==> src/rtl/stack_machine.sv <==
`default_nettype none
// ============================================================================
//  Module   : stack_machine
//  Purpose  : Parametrised LIFO stack with in-place DUP/SWAP/OVER/ADD/SUB.
//             Optional macro STACK_SAT_ARITH_EN selects saturating ADD/SUB.
//  Revision : 1.0 - initial release
// ============================================================================
module stack_machine #(
    parameter int WIDTH = 8,
    parameter int DEPTH = 8,
    localparam int CW   = $clog2(DEPTH + 1)
) (
    input  logic             clk,
    input  logic             rst,
    input  logic [WIDTH-1:0] in,
    input  logic [2:0]       op,
    input  logic             apply,
    output logic [WIDTH-1:0] tail,
    output logic             empty,
    output logic             full,
    output logic [CW-1:0]    count,
    output logic             valid,
    output logic             err
);

    localparam int       c_AW       = $clog2(DEPTH);
    localparam logic [2:0] c_OP_POP   = 3'd0;
    localparam logic [2:0] c_OP_DUP   = 3'd1;
    localparam logic [2:0] c_OP_SWAP  = 3'd2;
    localparam logic [2:0] c_OP_OVER  = 3'd3;
    localparam logic [2:0] c_OP_CLEAR = 3'd4;
    localparam logic [2:0] c_OP_PUSH  = 3'd5;
    localparam logic [2:0] c_OP_ADD   = 3'd6;
    localparam logic [2:0] c_OP_SUB   = 3'd7;

    // r_tail always mirrors r_mem[count-1], so T is read from the register.
    logic [WIDTH-1:0] r_mem [DEPTH];
    logic [WIDTH-1:0] r_tail;
    logic [CW-1:0]    r_count;
    logic             r_empty;
    logic             r_full;
    logic             r_valid;
    logic             r_err;

    logic [c_AW-1:0]  w_idx_n;
    logic [c_AW-1:0]  w_idx_t;
    logic [c_AW-1:0]  w_idx_s;
    logic [WIDTH-1:0] w_s;
    logic [WIDTH-1:0] w_add;
    logic [WIDTH-1:0] w_sub;
    logic             w_ge2;
    logic             w_legal;
    logic             w_do;
    logic [CW-1:0]    w_cnt_nxt;
    logic [WIDTH-1:0] w_tail_nxt;
    logic             w_we0;
    logic [c_AW-1:0]  w_wa0;
    logic [WIDTH-1:0] w_wd0;
    logic             w_we1;
    logic [c_AW-1:0]  w_wa1;
    logic [WIDTH-1:0] w_wd1;

    assign w_idx_n = r_count[c_AW-1:0];
    assign w_idx_t = w_idx_n - c_AW'(1);
    assign w_idx_s = w_idx_n - c_AW'(2);
    assign w_s     = r_mem[w_idx_s];
    assign w_ge2   = (r_count >= CW'(2));

`ifdef STACK_SAT_ARITH_EN
    logic [WIDTH:0] w_sum;
    logic [WIDTH:0] w_diff;
    assign w_sum  = {1'b0, w_s} + {1'b0, r_tail};
    assign w_diff = {1'b0, w_s} - {1'b0, r_tail};
    assign w_add  = w_sum[WIDTH]  ? '1 : w_sum[WIDTH-1:0];
    assign w_sub  = w_diff[WIDTH] ? '0 : w_diff[WIDTH-1:0];
`else
    assign w_add  = w_s + r_tail;
    assign w_sub  = w_s - r_tail;
`endif

    always_comb begin
        w_legal    = 1'b0;
        w_cnt_nxt  = r_count;
        w_tail_nxt = r_tail;
        w_we0      = 1'b0;
        w_wa0      = w_idx_n;
        w_wd0      = r_tail;
        w_we1      = 1'b0;
        w_wa1      = w_idx_s;
        w_wd1      = r_tail;
        case (op)
            c_OP_POP: begin
                w_legal    = !r_empty;
                w_cnt_nxt  = r_count - CW'(1);
                w_tail_nxt = w_ge2 ? w_s : '0;
            end
            c_OP_DUP: begin
                w_legal    = !r_empty && !r_full;
                w_cnt_nxt  = r_count + CW'(1);
                w_we0      = 1'b1;
            end
            c_OP_SWAP: begin
                w_legal    = w_ge2;
                w_tail_nxt = w_s;
                w_we0      = 1'b1;
                w_wa0      = w_idx_t;
                w_wd0      = w_s;
                w_we1      = 1'b1;
            end
            c_OP_OVER: begin
                w_legal    = w_ge2 && !r_full;
                w_cnt_nxt  = r_count + CW'(1);
                w_tail_nxt = w_s;
                w_we0      = 1'b1;
                w_wd0      = w_s;
            end
            c_OP_CLEAR: begin
                w_legal    = 1'b1;
                w_cnt_nxt  = '0;
                w_tail_nxt = '0;
            end
            c_OP_PUSH: begin
                w_legal    = !r_full;
                w_cnt_nxt  = r_count + CW'(1);
                w_tail_nxt = in;
                w_we0      = 1'b1;
                w_wd0      = in;
            end
            c_OP_ADD, c_OP_SUB: begin
                w_legal    = w_ge2;
                w_cnt_nxt  = r_count - CW'(1);
                w_tail_nxt = (op == c_OP_ADD) ? w_add : w_sub;
                w_we0      = 1'b1;
                w_wa0      = w_idx_s;
                w_wd0      = w_tail_nxt;
            end
            default: ;
        endcase
        w_do = apply && w_legal;
        // Idle or rejected ops leave every piece of state untouched.
        if (!w_do) begin
            w_cnt_nxt  = r_count;
            w_tail_nxt = r_tail;
            w_we0      = 1'b0;
            w_we1      = 1'b0;
        end
    end

    always_ff @(posedge clk) begin
        if (rst) begin
            r_count <= '0;
            r_tail  <= '0;
            r_empty <= 1'b1;
            r_full  <= 1'b0;
            r_valid <= 1'b0;
            r_err   <= 1'b0;
        end else begin
            r_count <= w_cnt_nxt;
            r_tail  <= w_tail_nxt;
            r_empty <= (w_cnt_nxt == '0);
            r_full  <= (w_cnt_nxt == CW'(DEPTH));
            r_valid <= w_do;
            r_err   <= apply && !w_legal;
        end
    end

    always_ff @(posedge clk) begin
        if (!rst) begin
            if (w_we0) r_mem[w_wa0] <= w_wd0;
            if (w_we1) r_mem[w_wa1] <= w_wd1;
        end
    end

    assign tail  = r_tail;
    assign count = r_count;
    assign empty = r_empty;
    assign full  = r_full;
    assign valid = r_valid;
    assign err   = r_err;

endmodule
`default_nettype wire

==> config.mk <==
export PLATFORM = sky130hd
export DESIGN_NAME = stack_machine
export DESIGN_NICKNAME = d
export VERILOG_FILES = /design/src/rtl/stack_machine.sv
export SDC_FILE = /design/constraint.sdc
export NUM_CORES = 1
export LEC_CHECK = 0
export BUFFER_PORTS_ARGS = -buffer_cell sky130_fd_sc_hd__buf_2
export CAP_MARGIN = 30
export CORE_UTILIZATION = 50
export DETAILED_ROUTE_END_ITERATION = 10
export PLACE_DENSITY = 0.8
export SYNTH_ARGS = -nofsm -noshare
export SYNTH_HDL_FRONTEND = slang
export SYNTH_SLANG_ARGS = --single-unit
==> constraint.sdc <==
create_clock -name clk -period 3.85 [get_ports clk]
set_input_delay 0.385 -clock clk [delete_from_list [all_inputs] [get_ports clk]]
set_output_delay 0.385 -clock clk [all_outputs]
set_load 0.02 [all_outputs]
### Yosys cells after proc, flatten, opt, wreduce, memory -nomap -nowiden

Memories as Yosys holds them, arrays and structs flattened.
Cells that the tools add are included.

* bits in registers: 16
* memory bits (writable): 64
* bits of input ports: 14
* output and inout bits: 16
* logic and storage cells: 57
* memories kept: 1

Memories
* r_mem: words 8, bits a word 8, rd ports 1, clocked after Yosys merged registers in 0, write ports 2, line 37 `logic [WIDTH-1:0] r_mem [DEPTH];`

* $add $sub $neg: 6
* magnitude comparators: 1
* eq/ne operators: 8
* muxes and demuxes: 18
* reduce and logical (&&, ||, !) cells: 17

Operators by type and width (number)
* $pmux W8 S5: 1
* $pmux W8 S3: 1
* $mux W8: 2
* $eq A3 B3 Y1 const B: 4
* $pmux W4 S3: 1
* $mux W1: 10
* $reduce_or A3 Y1: 3
* $add A8 B8 Y8: 1
* $sub A8 B8 Y8: 1
* $eq A3 B2 Y1 const B: 2
* $pmux W1 S6: 1
* $pmux W3 S2: 1
* $reduce_or A6 Y1: 1
* $reduce_bool A5 Y1: 1
* $add A4 B1 Y4 const B: 1
* $eq A4 B4 Y1 const B: 1
* $ge A4 B2 Y1 const B: 1
* $logic_and A1 B1 Y1: 4
* $logic_not A4 Y1: 1
* $mux W4: 1
* $reduce_or A2 Y1: 2
* $sub A4 B1 Y4 const B: 1
* $eq A3 B1 Y1 const B: 1
* $logic_not A1 Y1: 3
* 4 further kinds: 4

### Longest topological paths before layout

* depth in word-level cells: 8
* mapped depth: 14
* gate-level depth less buffers: 11

### Worst setup path after synthesis

No wires, ideal clock.

* kind: flip-flop to flip-flop
* start: register r_count[1], in the netlist count[1]
* end: memory r_mem[0][6] (data pin)
* library setup time: 0.271 ns
* arrival time: 3.940 ns
* data required time: 3.579 ns
* path slack: -0.361 ns
* cell stages (with the launch flop): 15
* path buffers: 3
* period minus slack after synthesis: 4.211 ns
* cells stage by stage: dfxtp_1 buf_1 buf_2 inv_1 ha_1 buf_1 mux2_2 ha_1 fa_1 a211oi_1 o21bai_1 a21oi_1 mux2i_1 a211oi_2 a21oi_1

RTL lines
* start: declaration: line 39 `logic [CW-1:0] r_count;`
* start signal: assignment: line 158 `r_count <= w_cnt_nxt;`
* end: declaration: line 37

==> impl_metrics.env <==
export IMPL_antenna_found_initial=0
export IMPL_overflow=0
export IMPL_first_pass_iters=6
export IMPL_required_ns=3.94
export IMPL_dieArea_um2=10370
export IMPL_grt_first_pass_wirelength_um=20640
export IMPL_worstSkewPairLatency_ns=0.37
export IMPL_final_cell_mix="87 x nor2_1, 64 x edfxtp_1, 59 x a21oi_1"
export IMPL_clk_root_buffer_cell="clkbuf_8"
export IMPL_cp_end_kind="flip-flop"
export IMPL_place_congestion=0.8940
export IMPL_status="finished, final reports clean"
export IMPL_cts_tree="done"
export IMPL_clk_pin_slew_ns=0.09
export IMPL_power_leakage_nw=2.257
export IMPL_totalWireLength_um=13100
export IMPL_r2r_setup_slack_ns=0.21
export IMPL_worstPathMaxFanout=16
export IMPL_num_vias=4081
export IMPL_setup_violations=0
export IMPL_syn_num_nets=510
export IMPL_rsz0062_at_grt="false"
export IMPL_total_power_mw=2.407
export IMPL_cp_arrival_ns=3.73
export IMPL_chipHeight_um=101.8
export IMPL_cts_buffer_depth=2
export IMPL_report_final_slew_viol_count=0
export IMPL_synth_seq_cells=80
export IMPL_synth_edf_count=64
export IMPL_synth_cells=478
export IMPL_synth_area_per_cell_um2=10.42
export IMPL_rows=36
export IMPL_hold_path_class="in2reg"
export IMPL_ant_nets=0
export IMPL_portBuffers=29
export IMPL_worst_pin_slew_ns=0.8653
export IMPL_fin_crit_sh=0.9453
export IMPL_worstSetupPathType="reg2reg"
export IMPL_diodes=0
export IMPL_clock_skew_ns=0.01489
export IMPL_htreeDepth=3
export IMPL_peakVddDrop_mv=0.1691
export IMPL_synthDistinctLibCells=57
export IMPL_ys_warn_count=0
export IMPL_cts_hold_buf=0
export IMPL_maxSlewHeadroom=0.4232
export IMPL_period_needed_ns=3.639
export IMPL_nets=541
export IMPL_drt_first_iter_violations=399
export IMPL_io_pins=30
export IMPL_viasPerCell=6.308
export IMPL_globalRouteTotalUtil=0.2684
export IMPL_area_delta_synth_final_pct=11.18
export IMPL_die_w_um=101.8
export IMPL_synth_area_um2=4981
export IMPL_synthArstFlopShare=0
export IMPL_final_setup_worst_slack_ns=0.2107
export IMPL_drc=0
export IMPL_wl_per_cell_um=20.24
export IMPL_finalHoldViolCount=0
export IMPL_pre_cts_slack_ns=0.1314
export IMPL_max_freq_mhz=274.8
export IMPL_start_util=0.5120
export IMPL_grt_pass1_vias=4010
export IMPL_cp_start_kind="flip-flop"
export IMPL_dp_hpwl_um=9076
export IMPL_yosys_most_used_dff="edfxtp_1"
export IMPL_final_common_cell="nor2_1"
export IMPL_clkSinkCount=80
export IMPL_core_area_um2=9729
export IMPL_cts_inserted_buffers=9
export IMPL_cap_violations=0
export IMPL_tns_ns=0
export IMPL_power_density_nw_per_um2=434.6
export IMPL_ys_seq_area_frac=0.4501
export IMPL_layout_drive_gt1_share=0.1712
export IMPL_postLayoutCoreUtil=0.5692
export IMPL_grt_max_degree=27
## kinds of logic (layout without fill, tap and decap cells)
group	count (synthesis)	count (layout)	share of synthesized area
buf+inv	44	80	0.03718
mux	37	37	0.1294
flops	80	80	0.4501
xor+xnor	11	11	0.01934
compound gates	136	136	0.1804
fa+ha+maj	18	18	0.04823
simple gates	152	152	0.1354
## per-stage QoR
step | instances | hold WS (ns) | cell area (µm²)
CTS | 646 | 0.3339 | 5514
global route | 647 | 0.3339 | 5538
finish | 647 | 0.3339 | 5538
floorplan | 478 | 0.4571 | 4985
global placement | 630 | 0.5071 | 5335
detailed placement | 630 | 0.5152 | 5335
## sequential cells by signal (all words and copies together) (netlist names)
signal	cells
err	1
r_mem	64
tail	8
full	1
valid	1
empty	1
count	4
## worst paths after layout
path         depth (start not counted)     start     endpoint
max                                 12  count[0]  r_mem[5][6]
min                                  3     apply          err
max reg2reg                         12  count[0]  r_mem[5][6]
min reg2reg                          2   tail[0]      tail[0]
## report_power, final
part,switching (mW),internal [mW],leakage [nW]
Sequential,0.0464,1.01,0.714
Clock,0.346,0.242,0.0919
Combinational,0.439,0.328,1.45
## layout make-up
cell class | count | area [µm²]
tap | 133 | 166.4
multi-input combinational | 354 | 2570
clock inverter | 7 | 55.05
fill | 842 | 4192
sequential | 80 | 2243
inverter | 11 | 41.29
clock buffer | 9 | 123.9
timing repair buffer | 53 | 337.8
## critical path, stage by stage, from the launching register on
cell	delay, ns
dfxtp_1	0.39
buf_12	0.19
mux4_1	0.59
mux2_2	0.32
ha_1	0.22
fa_1	0.44
a211oi_2	0.24
o21bai_1	0.12
a21oi_1	0.23
mux2i_2	0.13
a211oi_4	0.24
buf_4	0.19
a21oi_1	0.07
## cell usage after synthesis (3+ instances only)
cell type / count / share of area
a211oi_1: 11 / 0.017
a21o_1: 5 / 0.0075
a21oi_1: 59 / 0.059
a221oi_1: 3 / 0.0053
a222oi_1: 3 / 0.0060
a22o_1: 5 / 0.0088
a22oi_1: 4 / 0.0060
a311oi_1: 3 / 0.0053
a41oi_1: 8 / 0.014
and2_1: 3 / 0.0038
and3_1: 4 / 0.0050
buf_1: 3 / 0.0023
clkbuf_1: 27 / 0.020
dfxtp_1: 16 / 0.064
edfxtp_1: 64 / 0.39
ha_1: 16 / 0.040
inv_1: 9 / 0.0068
mux2_2: 7 / 0.016
mux2i_1: 12 / 0.024
mux4_1: 15 / 0.079
nand2_1: 17 / 0.013
nand2b_1: 4 / 0.0050
nand3_1: 9 / 0.0090
nor2_1: 87 / 0.066
nor2b_1: 10 / 0.013
nor3_1: 10 / 0.010
o21ai_0: 16 / 0.016
xnor2_1: 6 / 0.011
xor2_1: 5 / 0.0088
## metal layers
metal / track usage / share of wire / vias to the layer above
met5: 0 / 0 / -
met4: 0.1363 / 0.031 / 0
met3: 0.02873 / 0.062 / 38
met2: 0.4615 / 0.50 / 179
met1: 0.3375 / 0.40 / 1984
li1: - / - / 1880
## timing repair
item,4_1_cts,5_1_grt
endpoints found under the hold margin,0,0
gates resized for setup,0,3
setup endpoints to repair,0,8
setup buffers,0,1
No activity file was read; power rests on OpenSTA's default activity.
